File: config.mk
export PLATFORM = sky130hd
export DESIGN_NAME = id_stage
export DESIGN_NICKNAME = d
export VERILOG_FILES = /design/src/rtl/id_stage.sv
export SDC_FILE = /design/constraint.sdc
export NUM_CORES = 2
export LEC_CHECK = 0
export ABC_CLOCK_PERIOD_IN_PS = 4320
export BUFFER_PORTS_ARGS = -buffer_cell sky130_fd_sc_hd__buf_2
export CAP_MARGIN = 40
export CORE_MARGIN = 3
export CORE_UTILIZATION = 60
export DETAILED_ROUTE_END_ITERATION = 10
export HOLD_SLACK_MARGIN = 0.03
export PLACE_DENSITY = 0.82
export SLEW_MARGIN = 5
export SYNTH_ARGS = -nofsm -noshare
export SYNTH_HDL_FRONTEND = slang
export SYNTH_SLANG_ARGS = --single-unit
File: constraint.sdc
create_clock -name CLK -period 4.32 [get_ports CLK]
set_input_delay 0.648 -clock CLK [delete_from_list [all_inputs] [get_ports CLK]]
set_output_delay 0.648 -clock CLK [all_outputs]
set_load 0.005 [all_outputs]
File: src/rtl/id_stage.sv
// ---------------------------------------------------------------------------
// id_stage -- MIPS decode stage.
//
// Holds the IF/ID pipeline register, a 32x32 register file with one
// write-back port (and same-cycle write-to-read bypass), the instruction
// decoder, and the ID/EX output register. Detects load-use hazards and
// raises a combinational stall request back to fetch.
//
// Ports:
//   CLK, RST            clock; synchronous active-high reset
//   Stall               external hold of IF/ID and ID/EX
//   Flush               squash the instruction held in IF/ID
//   IF_Ins, IF_nextPC   instruction and PC+4 from fetch
//   WB_WE/Addr/Data     register-file write-back port
//   LU_Stall            load-use stall request (combinational)
//   ID_*                registered decode results for the execute stage
//
// Handshake: there is no valid/ready pair here. ID_Valid qualifies the
// ID/EX slot. LU_Stall and Stall are hold requests that freeze the
// upstream register(s) for the cycle in which they are high.
// ---------------------------------------------------------------------------
module id_stage #(
   parameter int         REG_COUNT = 32,
   parameter logic [4:0] LINK_REG  = 5'd31
) (
   input  logic        CLK,
   input  logic        RST,
   input  logic        Stall,
   input  logic        Flush,
   input  logic [31:0] IF_Ins,
   input  logic [31:0] IF_nextPC,
   input  logic        WB_WE,
   input  logic [4:0]  WB_Addr,
   input  logic [31:0] WB_Data,
   output logic        LU_Stall,
   output logic        ID_Valid,
   output logic [31:0] ID_RsData,
   output logic [31:0] ID_RtData,
   output logic [31:0] ID_Imm,
   output logic [4:0]  ID_Dest,
   output logic [5:0]  ID_Op,
   output logic [5:0]  ID_Funct,
   output logic [4:0]  ID_Shamt,
   output logic        ID_RegWrite,
   output logic        ID_MemRead,
   output logic        ID_MemWrite,
   output logic        ID_ALUSrc,
   output logic        ID_Branch,
   output logic        ID_Jump,
   output logic [31:0] ID_JTarget,
   output logic [31:0] ID_nextPC,
   output logic        ID_Illegal
);

   // IF/ID register
   logic        ifid_valid;
   logic [31:0] ifid_ins;
   logic [31:0] ifid_pc;

   // Register file
   logic [31:0] rf [REG_COUNT];

   // Instruction fields
   logic [5:0]  f_op;
   logic [4:0]  f_rs, f_rt, f_rd, f_shamt;
   logic [5:0]  f_funct;
   logic [15:0] f_imm;

   assign f_op    = ifid_ins[31:26];
   assign f_rs    = ifid_ins[25:21];
   assign f_rt    = ifid_ins[20:16];
   assign f_rd    = ifid_ins[15:11];
   assign f_shamt = ifid_ins[10:6];
   assign f_funct = ifid_ins[5:0];
   assign f_imm   = ifid_ins[15:0];

   // Decoder outputs
   logic        dec_rw, dec_mr, dec_mw, dec_as, dec_br, dec_jp;
   logic        dec_illegal, dec_reads_rt;
   logic [4:0]  dec_dest;
   logic [31:0] dec_imm;
   logic [31:0] rs_val, rt_val;
   logic        bubble;

   always_comb begin
      dec_rw       = 1'b0;
      dec_mr       = 1'b0;
      dec_mw       = 1'b0;
      dec_as       = 1'b0;
      dec_br       = 1'b0;
      dec_jp       = 1'b0;
      dec_illegal  = 1'b0;
      dec_reads_rt = 1'b0;
      dec_dest     = 5'd0;
      dec_imm      = {{16{f_imm[15]}}, f_imm};
      case (f_op)
         6'h00: begin dec_dest = f_rd; dec_rw = 1'b1; dec_reads_rt = 1'b1; end
         6'h08, 6'h0A: begin dec_dest = f_rt; dec_rw = 1'b1; dec_as = 1'b1; end
         6'h0C, 6'h0D: begin
            dec_dest = f_rt; dec_rw = 1'b1; dec_as = 1'b1;
            dec_imm  = {16'h0000, f_imm};
         end
         6'h0F: begin
            dec_dest = f_rt; dec_rw = 1'b1; dec_as = 1'b1;
            dec_imm  = {f_imm, 16'h0000};
         end
         6'h23: begin dec_dest = f_rt; dec_rw = 1'b1; dec_mr = 1'b1; dec_as = 1'b1; end
         6'h2B: begin dec_dest = f_rt; dec_mw = 1'b1; dec_as = 1'b1; dec_reads_rt = 1'b1; end
         6'h04, 6'h05: begin dec_dest = f_rt; dec_br = 1'b1; dec_reads_rt = 1'b1; end
         6'h02: dec_jp = 1'b1;
         6'h03: begin dec_jp = 1'b1; dec_rw = 1'b1; dec_dest = LINK_REG; end
         default: dec_illegal = 1'b1;
      endcase
   end

   // Register read with write-back bypass; $0 always reads as zero.
   always_comb begin
      rs_val = rf[f_rs];
      rt_val = rf[f_rt];
      if (WB_WE && (WB_Addr == f_rs)) rs_val = WB_Data;
      if (WB_WE && (WB_Addr == f_rt)) rt_val = WB_Data;
      if (f_rs == 5'd0) rs_val = 32'h0;
      if (f_rt == 5'd0) rt_val = 32'h0;
   end

   // Load in ID/EX whose result is needed by the instruction in IF/ID.
   // The bubble it causes clears ID_Valid, so the request lasts one cycle.
   assign LU_Stall = !RST && ID_Valid && ID_MemRead && (ID_Dest != 5'd0) &&
                     ifid_valid &&
                     ((ID_Dest == f_rs) || (dec_reads_rt && (ID_Dest == f_rt)));

   assign bubble = LU_Stall || Flush || !ifid_valid || dec_illegal;

   // IF/ID register
   always_ff @(posedge CLK) begin
      if (RST || Flush) begin
         ifid_valid <= 1'b0;
         ifid_ins   <= 32'h0;
         ifid_pc    <= 32'h0;
      end else if (!(Stall || LU_Stall)) begin
         ifid_valid <= 1'b1;
         ifid_ins   <= IF_Ins;
         ifid_pc    <= IF_nextPC;
      end
   end

   // Register file; writes proceed even while the pipeline is stalled.
   always_ff @(posedge CLK) begin
      if (RST) begin
         for (int i = 0; i < REG_COUNT; i++) rf[i[4:0]] <= 32'h0;
      end else if (WB_WE && (WB_Addr != 5'd0)) begin
         rf[WB_Addr] <= WB_Data;
      end
   end

   // ID/EX register
   always_ff @(posedge CLK) begin
      if (RST || (!Stall && bubble)) begin
         ID_Valid    <= 1'b0;
         ID_RsData   <= 32'h0;
         ID_RtData   <= 32'h0;
         ID_Imm      <= 32'h0;
         ID_Dest     <= 5'd0;
         ID_Op       <= 6'd0;
         ID_Funct    <= 6'd0;
         ID_Shamt    <= 5'd0;
         ID_RegWrite <= 1'b0;
         ID_MemRead  <= 1'b0;
         ID_MemWrite <= 1'b0;
         ID_ALUSrc   <= 1'b0;
         ID_Branch   <= 1'b0;
         ID_Jump     <= 1'b0;
         ID_JTarget  <= 32'h0;
         ID_nextPC   <= 32'h0;
         // Flag only an illegal opcode that would otherwise have issued now.
         ID_Illegal  <= !RST && ifid_valid && dec_illegal && !Flush && !LU_Stall;
      end else if (!Stall) begin
         ID_Valid    <= 1'b1;
         ID_RsData   <= rs_val;
         ID_RtData   <= rt_val;
         ID_Imm      <= dec_imm;
         ID_Dest     <= dec_dest;
         ID_Op       <= f_op;
         ID_Funct    <= f_funct;
         ID_Shamt    <= f_shamt;
         ID_RegWrite <= dec_rw;
         ID_MemRead  <= dec_mr;
         ID_MemWrite <= dec_mw;
         ID_ALUSrc   <= dec_as;
         ID_Branch   <= dec_br;
         ID_Jump     <= dec_jp;
         ID_JTarget  <= {ifid_pc[31:28], ifid_ins[25:0], 2'b00};
         ID_nextPC   <= ifid_pc;
         ID_Illegal  <= 1'b0;
      end
   end

endmodule

==> flow_summary.toml <==
[sta]
fraction_of_the_cycle_the_final_worst_path_needs = 0.815
rsz0062_at_grt = "false"
slew_headroom = 0.353
final_period_minus_worst_setup_slack_ps = 3520
fmaxAchievable_mhz = 284
worst_pin_slew_ps = 969
finalSetupViolations = 0
fin_tns_setup_ps = 0
final_max_slew_viol_count = 0
hold_violations = 0
skew_ps = 38.7

[global_routing]
grt_pass1_wl_um = 296000
track_usage = 0.363
largest_net_degree_at_the_start_of_global_routing = 102
total_grt_overflow = 0
antenna_found_initial = 15
grt_pass1_vias = 44577

[yosys]
synth.avg_cell_area_sq_um = 13.4
synth-async-reset-ratio = 0
yosys.cell_types.count = 58
synth_enable_flop_cells = 1025
synth.top_cell.area_share = 0.480
yosys_warnings = 0
yosys_register_bits = 1272
synth_area_leaders = "sky130_fd_sc_hd__edfxtp_1, sky130_fd_sc_hd__mux4_2, sky130_fd_sc_hd__and2_1"
postSynth.topFlopCell = "sky130_fd_sc_hd__edfxtp_1"
yosysMostFrequentCell = "sky130_fd_sc_hd__edfxtp_1"
synth_seq_area_share = 0.557
synth_top_cells_by_count = "sky130_fd_sc_hd__edfxtp_1, sky130_fd_sc_hd__and2_1, sky130_fd_sc_hd__mux2i_1, sky130_fd_sc_hd__mux4_2, sky130_fd_sc_hd__clkbuf_1"
yosys.area.top_type = "sky130_fd_sc_hd__edfxtp_1"
postSynthCellCount = 4783
post_synth_instance_area_sq_um = 64200

[worst_setup_path]
worstPathRequired_ps = 3670
worst-setup-path-type = "register to output pin"
critPathCaptureType = "output pin"
cp_max_fo = 9
critical_path.startpoint_type = "register"
worst-endpoint-arrival_ps = 2870

[route]
ant_nets = 0
wire_per_inst_um = 31.9
drt_pre_antenna_iters = 7
remaining_drc_errors = 0
routed_via_density = 7.10
dr.first_iter.drc_count = 6971
dr_total_vias = 45458
route.final.wire_length_um = 204000

[clocking]
clock_tree_sinks = 1272
count_of_hold_buffers_inserted_by_post_cts_repair = 0
clock-root-buffer = "sky130_fd_sc_hd__clkbuf_16"
path_clk_slew_ps = 60
cts_setup_buffers = 0
clockBufferDepth = 3
cts_tree = "built"
post_cts.resized_instances = 0
htreeDepth = 4
clkLatencyLatePin_ps = 760
tritoncts.num_buffers = 135

[cells_and_area]
drive_gt1_frac = 0.228
number_of_nets_in_the_layout = 5008
areaGrowthSynthToFinish_pct = 11.3
fin_util = 0.676

[floorplan]
rows = 119
die_height_um = 333
io-pin-count = 297
floorplan.die.width_um = 333
fp.coreArea_sq_um = 106000
initial_utilization = 0.607
floorplan.die_area_sq_um = 111000

[place]
post_dp_hpwl_um = 127000
placer_congestion = 0.919
placement.io_buffers = 294

[status]
status = "finished, final reports clean"

[power_and_ir_drop]
power_per_cell_area_nw_per_um2 = 398
p_leak_nw = 24.5
vdd_ir_drop_max_mv = 0.306

[flow_run]
cap_viol_max_count = 0

[min_path]
hold_class = "primary input to register"
[state kept, by name (all words and copies together) (netlist names), 6 cells and up, named ones only]
| name | count |
|---|---|
| ifid_pc | 32 |
| ID_nextPC | 32 |
| ID_Imm | 32 |
| ifid_ins | 32 |
| rf | 1024 |
| ID_JTarget | 17 |
| ID_RtData | 32 |
| ID_Op | 6 |
| ID_RsData | 32 |
[final timing paths]
check | slack (ps) | startpoint | endpoint | cells past startpoint
worst min register to register | 470 | ID_RtData[10] | ID_RtData[10] | 2
worst min-delay path | 140 | IF_Ins[5] | ifid_ins[5] | 3
worst max register to register | 1020 | register | ID_RtData[10] | 8
worst max-delay path | 800 | ifid_ins[26] | LU_Stall | 6
[power by group]
group | internal (mW) | switching [mW]
Clock | 6.74 | 4.87
Combinational | 0.999 | 1.60
Sequential | 13.8 | 0.394
[critical path, cell delays in order, from the launching register on]
cell                       delay (ps)
sky130_fd_sc_hd__dfxtp_1          580
sky130_fd_sc_hd__and2_1           400
sky130_fd_sc_hd__nand3_4          140
sky130_fd_sc_hd__a211oi_1         550
sky130_fd_sc_hd__a21oi_2          190
sky130_fd_sc_hd__inv_1            140
sky130_fd_sc_hd__buf_2            130
[final cells by class]
class	count	area, sq um
antenna	5	12.5
clock buffer	183	3860
clock inverter	55	509
fill	7182	34300
inverter	9	33.8
multi-input combinational	3029	26400
sequential	1272	35700
tap	1391	1740
timing repair buffer	455	3130
[layer usage]
| layer | vias to the layer above | GRT usage | part of all wire | wire [um] |
|---|---|---|---|---|
| li1 | 18293 | - | - | - |
| met1 | 22324 | 0.464 | 0.33 | 68300 |
| met2 | 4013 | 0.539 | 0.44 | 89800 |
| met3 | 822 | 0.127 | 0.15 | 31600 |
| met4 | 6 | 0.218 | 0.070 | 14200 |
| met5 | - | 0 | 0.00018 | 37 |
[cells in the final DEF (no fill, tap or decap), types with 17 or more instances in the layout]
cell type                   instances
sky130_fd_sc_hd__conb_1            34
sky130_fd_sc_hd__o21ai_0           38
sky130_fd_sc_hd__or2_2             34
sky130_fd_sc_hd__clkinv_1          21
sky130_fd_sc_hd__nor2_2            55
sky130_fd_sc_hd__a21oi_1          272
sky130_fd_sc_hd__a211oi_1          70
sky130_fd_sc_hd__a22oi_1          221
sky130_fd_sc_hd__mux2i_1          385
sky130_fd_sc_hd__mux4_2           375
sky130_fd_sc_hd__nor3_1            34
sky130_fd_sc_hd__nand2_1           67
sky130_fd_sc_hd__buf_4            127
sky130_fd_sc_hd__and2_1           997
sky130_fd_sc_hd__edfxtp_1        1025
sky130_fd_sc_hd__nor2b_1           28
sky130_fd_sc_hd__clkbuf_1          28
sky130_fd_sc_hd__a221oi_1         118
sky130_fd_sc_hd__xnor2_1           17
sky130_fd_sc_hd__buf_12            30
sky130_fd_sc_hd__clkbuf_16        145
sky130_fd_sc_hd__buf_2            292
sky130_fd_sc_hd__nor2_1           155
sky130_fd_sc_hd__dfxtp_1          239
sky130_fd_sc_hd__clkinv_2          17
[logic make-up after synthesis]
| group | share of synthesized area |
|---|---|
| AO/OA/AOI/OAI | 0.0815 |
| other | 0.0000584 |
| adder cells (fa/ha/maj) | 0.000156 |
| flip-flops | 0.557 |
| buffers and inverters | 0.0373 |
| AND/OR/NAND/NOR | 0.130 |
| XOR/XNOR | 0.00273 |
| multiplexers | 0.192 |
[stage by stage]
stage | setup WS [ps] | instance area (sq um) | power [mW] | hold slack (ps) | cells
3_3_place_gp | 1220 | 66900 | 16.8 | 452 | 6148
5_1_grt | 681 | 71400 | 29.1 | 138 | 6395
3_5_place_dp | 1130 | 67000 | 16.9 | 464 | 6155
6_report | 801 | 71400 | 28.4 | 143 | 6399
2_1_floorplan | 1880 | 64300 | 15.9 | 452 | 4816
4_1_cts | 760 | 71400 | 28.3 | 115 | 6393
Power figures use the tool's default switching activity.
